<file path="src/rtl/i2c_slave_pkg.sv">
// Shared definitions for the I2C slave register-bank controller:
// phase encoding, register indices, default slave address and the
// STATUS register layout.
package i2c_slave_pkg;

  // Transaction phase seen by the register controller
  localparam logic [1:0] PH_IDLE = 2'd0;  // no transaction in progress
  localparam logic [1:0] PH_PTR  = 2'd1;  // next received byte is the register pointer
  localparam logic [1:0] PH_DATA = 2'd2;  // received bytes are register data

  // Register map
  localparam int REG_SLAVE_ADDR = 0;
  localparam int REG_STATUS     = 1;

  // Slave address used after reset
  localparam logic [6:0] DEFAULT_SLAVE_ADDR = 7'h42;

  // STATUS byte: bits [7:4] read as zero, bits [3:0] hold the I2C write count
  function automatic logic [7:0] status_byte(input logic [3:0] wr_cnt);
    return {4'h0, wr_cnt};
  endfunction

endpackage

</file>
<file path="src/rtl/i2c_reg_bank.sv">
// NREGS x 8-bit register file: one write port, two asynchronous read
// ports (I2C side and host side) and a per-register write-protect mask.
// Register 0 resets to REG0_RST, all others to zero. The low 7 bits of
// register 0 are also tapped out for the slave-address shadow.
module i2c_reg_bank
  import i2c_slave_pkg::*;
#(
  parameter int               NREGS    = 16,
  parameter int               AW       = 4,
  parameter logic [7:0]       REG0_RST = 8'h00,
  parameter logic [NREGS-1:0] WP_MASK  = '0
) (
  input  logic          clk,
  input  logic          rstn,
  input  logic          i_we,
  input  logic [AW-1:0] i_waddr,
  input  logic [7:0]    i_wdata,
  input  logic [AW-1:0] i_raddr_a,
  output logic [7:0]    o_rdata_a,
  input  logic [AW-1:0] i_raddr_b,
  output logic [7:0]    o_rdata_b,
  output logic [6:0]    o_reg0_addr
);

  logic [7:0] r_regs [NREGS];

  // Register storage; writes to protected registers are silently dropped
  always_ff @(posedge clk or negedge rstn) begin
    if (!rstn) begin
      for (int i = 0; i < NREGS; i++) begin
        r_regs[i] <= (i == REG_SLAVE_ADDR) ? REG0_RST : 8'h00;
      end
    end else if (i_we && !WP_MASK[i_waddr]) begin
      r_regs[i_waddr] <= i_wdata;
    end
  end

  assign o_rdata_a   = r_regs[i_raddr_a];
  assign o_rdata_b   = r_regs[i_raddr_b];
  assign o_reg0_addr = r_regs[REG_SLAVE_ADDR][6:0];

endmodule

</file>
<file path="src/rtl/i2c_slave_reg_ctrl.sv">
// Register-bank controller behind the I2C slave FSM. Converts the FSM's
// byte-received / byte-request levels into pointer-addressed register
// accesses with auto-increment, arbitrates the bank against a local host
// port, and drives the FSM's slave address from register 0 through a
// shadow that only updates between transactions.
//
// Host handshake: the host raises i_host_req with i_host_we/i_host_addr/
// i_host_wdata stable and holds them until o_host_ack. o_host_ack is a
// single-cycle pulse; o_host_rdata is valid only while o_host_ack=1. A
// request is accepted in any cycle without an I2C rd/wr pulse and is
// acknowledged on the following cycle. The host must drop or change the
// request in the cycle after the ack; the ack cycle never re-accepts.
module i2c_slave_reg_ctrl
  import i2c_slave_pkg::*;
#(
  parameter int         NREGS        = 16,
  parameter int         AW           = 4,
  parameter logic [6:0] DEFAULT_ADDR = DEFAULT_SLAVE_ADDR
) (
  input  logic          clk,
  input  logic          rstn,
  input  logic          i_start_det,
  input  logic          i_stop_det,
  input  logic          i_wr_en,
  input  logic [7:0]    i_wr_data,
  input  logic          i_rd_en,
  output logic [7:0]    o_rd_data,
  output logic [6:0]    o_slave_addr,
  input  logic          i_host_req,
  input  logic          i_host_we,
  input  logic [AW-1:0] i_host_addr,
  input  logic [7:0]    i_host_wdata,
  output logic          o_host_ack,
  output logic [7:0]    o_host_rdata,
  output logic [1:0]    o_phase,
  output logic [AW-1:0] o_ptr
);

  localparam logic [AW-1:0]    SLAVE_IDX  = AW'(REG_SLAVE_ADDR);
  localparam logic [AW-1:0]    STATUS_IDX = AW'(REG_STATUS);
  // STATUS is maintained outside the bank, so its bank slot is never written
  localparam logic [NREGS-1:0] WP_MASK    = {{(NREGS-1){1'b0}}, 1'b1} << REG_STATUS;

  logic          r_wr_en_q;
  logic          r_rd_en_q;
  logic [1:0]    r_phase;
  logic [AW-1:0] r_ptr;
  logic [3:0]    r_wr_cnt;
  logic [7:0]    r_rd_data;
  logic [6:0]    r_slave_addr;
  logic          r_host_ack;
  logic [7:0]    r_host_rdata;

  logic          w_wr_pulse;
  logic          w_rd_pulse;
  logic          w_active;
  logic          w_ptr_byte;
  logic          w_i2c_wr;
  logic          w_host_serve;
  logic          w_host_wr;
  logic          w_bank_we;
  logic [AW-1:0] w_bank_waddr;
  logic [7:0]    w_bank_wdata;
  logic [7:0]    w_rdata_i2c;
  logic [7:0]    w_rdata_host;
  logic [6:0]    w_reg0_now;
  logic [6:0]    w_reg0_next;

  // Value presented to a reader: reg 0 bit 7 reads 0, STATUS comes from the counter
  function automatic logic [7:0] reg_view(input logic [AW-1:0] idx,
                                          input logic [7:0]    raw,
                                          input logic [3:0]    cnt);
    logic [7:0] v;
    if (idx == SLAVE_IDX) begin
      v = {1'b0, raw[6:0]};
    end else if (idx == STATUS_IDX) begin
      v = status_byte(cnt);
    end else begin
      v = raw;
    end
    return v;
  endfunction

  // One action per byte: only the rising edge of each FSM level counts
  assign w_wr_pulse   = i_wr_en & ~r_wr_en_q;
  assign w_rd_pulse   = i_rd_en & ~r_rd_en_q;
  assign w_active     = (r_phase != PH_IDLE);
  assign w_ptr_byte   = w_wr_pulse && (r_phase == PH_PTR);
  assign w_i2c_wr     = w_wr_pulse && (r_phase == PH_DATA);

  // I2C pulses own the cycle; the host gets any other cycle not spent acking
  assign w_host_serve = i_host_req && !r_host_ack && !w_wr_pulse && !w_rd_pulse;
  assign w_host_wr    = w_host_serve && i_host_we;

  // Single bank write port shared between the I2C data write and a host write
  always_comb begin
    w_bank_we    = 1'b0;
    w_bank_waddr = r_ptr;
    w_bank_wdata = i_wr_data;
    if (w_i2c_wr) begin
      w_bank_we = 1'b1;
    end else if (w_host_wr) begin
      w_bank_we    = 1'b1;
      w_bank_waddr = i_host_addr;
      w_bank_wdata = i_host_wdata;
    end
  end

  // Register 0 as it will be after this cycle's write, for a same-cycle stop
  assign w_reg0_next = (w_bank_we && (w_bank_waddr == SLAVE_IDX)) ? w_bank_wdata[6:0]
                                                                  : w_reg0_now;

  i2c_reg_bank #(
    .NREGS    (NREGS),
    .AW       (AW),
    .REG0_RST ({1'b0, DEFAULT_ADDR}),
    .WP_MASK  (WP_MASK)
  ) u_bank (
    .clk         (clk),
    .rstn        (rstn),
    .i_we        (w_bank_we),
    .i_waddr     (w_bank_waddr),
    .i_wdata     (w_bank_wdata),
    .i_raddr_a   (r_ptr),
    .o_rdata_a   (w_rdata_i2c),
    .i_raddr_b   (i_host_addr),
    .o_rdata_b   (w_rdata_host),
    .o_reg0_addr (w_reg0_now)
  );

  // Previous level of the FSM strobes for edge detection
  always_ff @(posedge clk or negedge rstn) begin
    if (!rstn) begin
      r_wr_en_q <= 1'b0;
      r_rd_en_q <= 1'b0;
    end else begin
      r_wr_en_q <= i_wr_en;
      r_rd_en_q <= i_rd_en;
    end
  end

  // Phase FSM: stop beats start, start beats the pointer-byte transition
  always_ff @(posedge clk or negedge rstn) begin
    if (!rstn) begin
      r_phase <= PH_IDLE;
    end else if (i_stop_det) begin
      r_phase <= PH_IDLE;
    end else if (i_start_det) begin
      r_phase <= PH_PTR;
    end else if (w_ptr_byte) begin
      r_phase <= PH_DATA;
    end
  end

  // Register pointer: loaded by the first byte, bumped by every data write or read
  always_ff @(posedge clk or negedge rstn) begin
    if (!rstn) begin
      r_ptr <= '0;
    end else if (w_ptr_byte) begin
      r_ptr <= i_wr_data[AW-1:0];
    end else if (w_i2c_wr || (w_rd_pulse && w_active)) begin
      r_ptr <= r_ptr + AW'(1);
    end
  end

  // Transmit byte for the FSM; outside a transaction the bus sees 0xFF
  always_ff @(posedge clk or negedge rstn) begin
    if (!rstn) begin
      r_rd_data <= 8'h00;
    end else if (w_rd_pulse) begin
      r_rd_data <= w_active ? reg_view(r_ptr, w_rdata_i2c, r_wr_cnt) : 8'hFF;
    end
  end

  // Saturating count of I2C data bytes that actually landed in a register
  always_ff @(posedge clk or negedge rstn) begin
    if (!rstn) begin
      r_wr_cnt <= 4'h0;
    end else if (w_i2c_wr && (r_ptr != STATUS_IDX) && (r_wr_cnt != 4'hF)) begin
      r_wr_cnt <= r_wr_cnt + 4'd1;
    end
  end

  // Host ack pulse and read data capture
  always_ff @(posedge clk or negedge rstn) begin
    if (!rstn) begin
      r_host_ack   <= 1'b0;
      r_host_rdata <= 8'h00;
    end else begin
      r_host_ack <= w_host_serve;
      if (w_host_serve && !i_host_we) begin
        r_host_rdata <= reg_view(i_host_addr, w_rdata_host, r_wr_cnt);
      end
    end
  end

  // Slave-address shadow: reloads at stop, or at once for an idle host write
  always_ff @(posedge clk or negedge rstn) begin
    if (!rstn) begin
      r_slave_addr <= DEFAULT_ADDR;
    end else if (i_stop_det) begin
      r_slave_addr <= w_reg0_next;
    end else if (w_host_wr && (i_host_addr == SLAVE_IDX) && !w_active) begin
      r_slave_addr <= i_host_wdata[6:0];
    end
  end

  assign o_rd_data    = r_rd_data;
  assign o_slave_addr = r_slave_addr;
  assign o_host_ack   = r_host_ack;
  assign o_host_rdata = r_host_rdata;
  assign o_phase      = r_phase;
  assign o_ptr        = r_ptr;

endmodule
</file>
<file path="config.mk">
export PLATFORM = sky130hd
export DESIGN_NAME = i2c_slave_reg_ctrl
export DESIGN_NICKNAME = d
export VERILOG_FILES = /design/src/rtl/i2c_slave_pkg.sv /design/src/rtl/i2c_reg_bank.sv /design/src/rtl/i2c_slave_reg_ctrl.sv
export SDC_FILE = /design/constraint.sdc
export NUM_CORES = 1
export LEC_CHECK = 0
export BUFFER_PORTS_ARGS = -buffer_cell sky130_fd_sc_hd__buf_2
export CAP_MARGIN = 25
export CORE_MARGIN = 8
export CORE_UTILIZATION = 55
export CTS_BUF_LIST = sky130_fd_sc_hd__clkbuf_16
export CTS_CLUSTER_SIZE = 14
export DETAILED_ROUTE_END_ITERATION = 10
export GPL_ROUTABILITY_DRIVEN = 0
export GPL_TIMING_DRIVEN = 0
export PLACE_DENSITY = 0.73
export SLEW_MARGIN = 10
export SYNTH_ARGS = -nofsm -noshare
export SYNTH_HDL_FRONTEND = slang
export SYNTH_SLANG_ARGS = --single-unit
</file>
<file path="constraint.sdc">
create_clock -name clk -period 4.9 [get_ports clk]
set_input_delay 0.245 -clock clk [delete_from_list [all_inputs] [get_ports clk]]
set_output_delay 0.245 -clock clk [all_outputs]
set_load 0.1 [all_outputs]
</file>
==> metrics.txt <==
depth of the worst register-to-register path=7; most prevalent standard cell on the critical path=buf_2; met1 layer wirelength in the final routing=about 11 mm; setup slack of the critical path after layout=2.04 ns; mean cell area of the mapped netlist=11.9 sq um; total number of vias=about 7000; sum of negative setup slack=0 ns; initial drt markers=approximately 1000; Yosys cell types=a little under 60; family of cells with the greatest summed delay on the critical path=buffers and inverters; run status=finished clean; f_max=roughly 0.35 GHz; Reg-to-Reg End=o_rd_data[6]$_DFFE_PN0P_; worst setup path end=u_bank.r_regs[55]$_DFFE_PN0P_; normalized max-slew margin=between 20 and 30%; start of the worst register-to-register path=o_ptr[2]$_DFFE_PN0P_; number of buffers on the longest clock path=2; post-synthesis cell type with the largest combined area=dfrtp_1; final setup skew=0.0122 ns; CP startpoint kind=input pin; remaining design rule violation count=0; TritonCTS clock tree=done; Setup crit start=i_rd_en; count of state elements after synthesis=between 150 and 200; post-synthesis net count=a little under 800; Synthesis Warnings=0; number of sinks on the clock net=between 150 and 200; number of diodes added for antenna fixing=0; height of the die=between 100 and 150 um; setup violation total in the final timing report=0; number of detailed-routing iterations run before antenna repair=6; number of vias per cell after detailed routing=between 6 and 7; total wire length=26.4 mm; core area=0.0159 sq mm; Req. time, crit path=5.23 ns; time the final worst path needs with I/O delays and setup=roughly 2.9 ns; cells along the critical path=dlygate4sd3_1 -> buf_2 -> nor2b_1 -> buf_2 -> nor3_2 -> buf_4 -> nand2_1 -> o22ai_2 -> mux2_2; number of nets in the finished design=roughly 860; overall die width=143 um; kind of critical path=in -> reg; first-pass GRT wire length=about 40 mm; maximum vdd ir drop=roughly 0.33 mV; root buffer cell=clkbuf_16; PD cells=490 mW/mm^2; post-DP HPWL=between 15 and 20 mm; combined buffer and inverter count along the critical path=4; Gate Count Post-Synth=750; number of pins exceeding their max-slew limit in the final report=0; number of hold violations in the final report=0; global route total overflow=0; Least-Margin Pin Slew=1.07 ns; Core Util, Final=between 60 and 70%; die footprint=0.0206 sq mm; highest layer used for signal routing=met4; setup slack after placement=roughly 2.2 ns; routed wl met2=12.2 mm; via count of the first global-routing pass=between 7000 and 8000; share of final-layout standard cells stronger than drive strength 1=34.3%; arrival time worst endpoint=between 3 and 4 ns; post-detailed-route count of antenna-violating nets=0; post-synthesis instance area=0.00894 sq mm; placed cells=approximately 1000; number of rows in the core area=between 40 and 50; count of pins on the block boundary=58; class of the tightest hold or removal check=in -> reg; RSZ-0062 raised after global routing=no; clock-pin slew on the worst setup and hold paths=around 0.070 ns; max incr delay on CP=0.69 ns; portion of the post-synthesis area used by sequential elements=~46%; CTS H-tree depth=4; Crit-path slowest cell=o22ai_2; total stage count of the critical path=9; maximum net fanout on the critical path=10; Initial Util=a little under three fifths; number of buffer cells added on primary ports=55; proportion of synthesized flip-flops having asynchronous set or reset=100%; area delta synth->final=13.4%; Yosys top cell area share=approximately 45%; number of CTS-inserted buffers=17; met3 routed WL=2.35 mm; gr usage total=between 20% and 30%; number of synthesized flops with an enable pin=0; synth top area cells=dfrtp_1, mux4_2, mux2_2; cell leakage power=approximately 4.5 nW; final worst-path cycle share=about three fifths; type of element capturing the critical path=flop; Max-Cap Viols=0; non-filler instance count after layout=1058; worst-skew pair later-pin latency=about 0.44 ns; setup slack, reg-to-reg=between 2 and 2.5 ns; average wire per standard cell=24.9 um; top flip-flop cell by instance count after synthesis=dfrtp_1; largest net degree at the start of global routing=110; number of antenna violations at the first check in global routing=0; filler cell count=1249
-- worst min-delay path by stage --
stage / start / endpoint / slack (ns) / depth (start not counted)
after floorplan: rstn / o_host_ack$_DFF_PN0_ / -0.05 / 0
after global placement: i_rd_en / r_rd_en_q$_DFF_PN0_ / 0.38 / 1
after detailed placement: rstn / o_phase[0]$_DFFE_PN0P_ / 0.19 / 1
after CTS: i_host_req / o_host_ack$_DFF_PN0_ / 0.09 / 2
after global routing: i_host_req / o_host_ack$_DFF_PN0_ / 0.1 / 2
final: i_host_req / o_host_ack$_DFF_PN0_ / 0.1 / 2
-- cell type report --
type                            count  area (sq um)  area share [%]
Inverter                           29           109            1.07
Buffer                             63           297            2.93
Clock inverter                     15           146            1.44
Sequential cell                   164          4110            40.5
Tap cell                          216           270            2.67
Timing Repair Buffer               60           353            3.48
Multi-Input combinational cell    494          4420            43.7
Clock buffer                       17           425            4.20
-- state kept, by name, indices dropped and copies added (netlist names) --
signal	count
r_wr_en_q	1
o_slave_addr	7
r_wr_cnt	4
o_host_ack	1
u_bank.r_regs	121
o_ptr	4
o_host_rdata	8
u_bank.o_reg0_addr	7
o_phase	2
r_rd_en_q	1
o_rd_data	8
-- cells in the mapped netlist, drive strengths merged (9+ instances only) --
library cell  count
a211oi           14
a21oi            47
a22oi             9
buf              31
clkbuf           32
dfrtp           160
inv              29
mux2            101
mux2i            25
mux4             51
nand2            59
nor2             44
nor3             26
o21ai            11
o22ai            27
-- placed cells by master (no fill, tap or decap), types with 6 or more instances in the layout --
master       n
dfrtp_1    160
mux2_2     100
buf_2       69
nand2_1     59
mux4_2      51
nor2_1      43
a21oi_1     37
clkbuf_1    32
inv_1       30
mux2i_1     25
nor3_1      25
o22ai_1     20
clkbuf_16   17
a211oi_1    14
o21ai_0     11
a21oi_2     10
buf_1        9
a22oi_1      9
a31oi_1      8
nand2b_1     7
nor2b_1      6
o22ai_2      6
-- timing repair --
action,in CTS,in global routing
hold buffers,4,0
endpoints found under the hold margin,58,0
buffers inserted,0,0
gates resized for setup,0,0
-- metrics by stage --
stage | power (W) | area (sq um) | hold slack [ns]
floorplan | 0.00314 | 8940 | -0.0506
global placement | 0.00359 | 9480 | 0.378
global route | 0.00515 | 10100 | 0.0982
CTS | 0.00495 | 10100 | 0.0887
detailed placement | 0.00365 | 9520 | 0.189
finish | 0.00497 | 10100 | 0.0996
-- power breakdown --
group | switching (W) | internal (W) | total (W)
registers | 0.000205 | 0.00160 | 0.00180
clock network | 0.000590 | 0.000712 | 0.00130
logic | 0.00122 | 0.000639 | 0.00186
-- routing by layer --
metal  global-route usage (%)  vias up
li1                         -     2919
met1                     34.7     3520
met2                     41.7      429
met3                     5.77       97
met4                     14.7        0
met5                        0        -
-- cells by family after synthesis --
family	Yosys count	synth area share, %
XOR/XNOR	6	0.588
multiplexers	177	28.4
AND/OR/NAND/NOR	168	8.96
AO/OA/AOI/OAI	139	11.0
adder cells (fa/ha/maj)	4	0.560
flip-flops	164	46.0
buffers and inverters	92	4.54
Power figures use the tool's default switching activity.
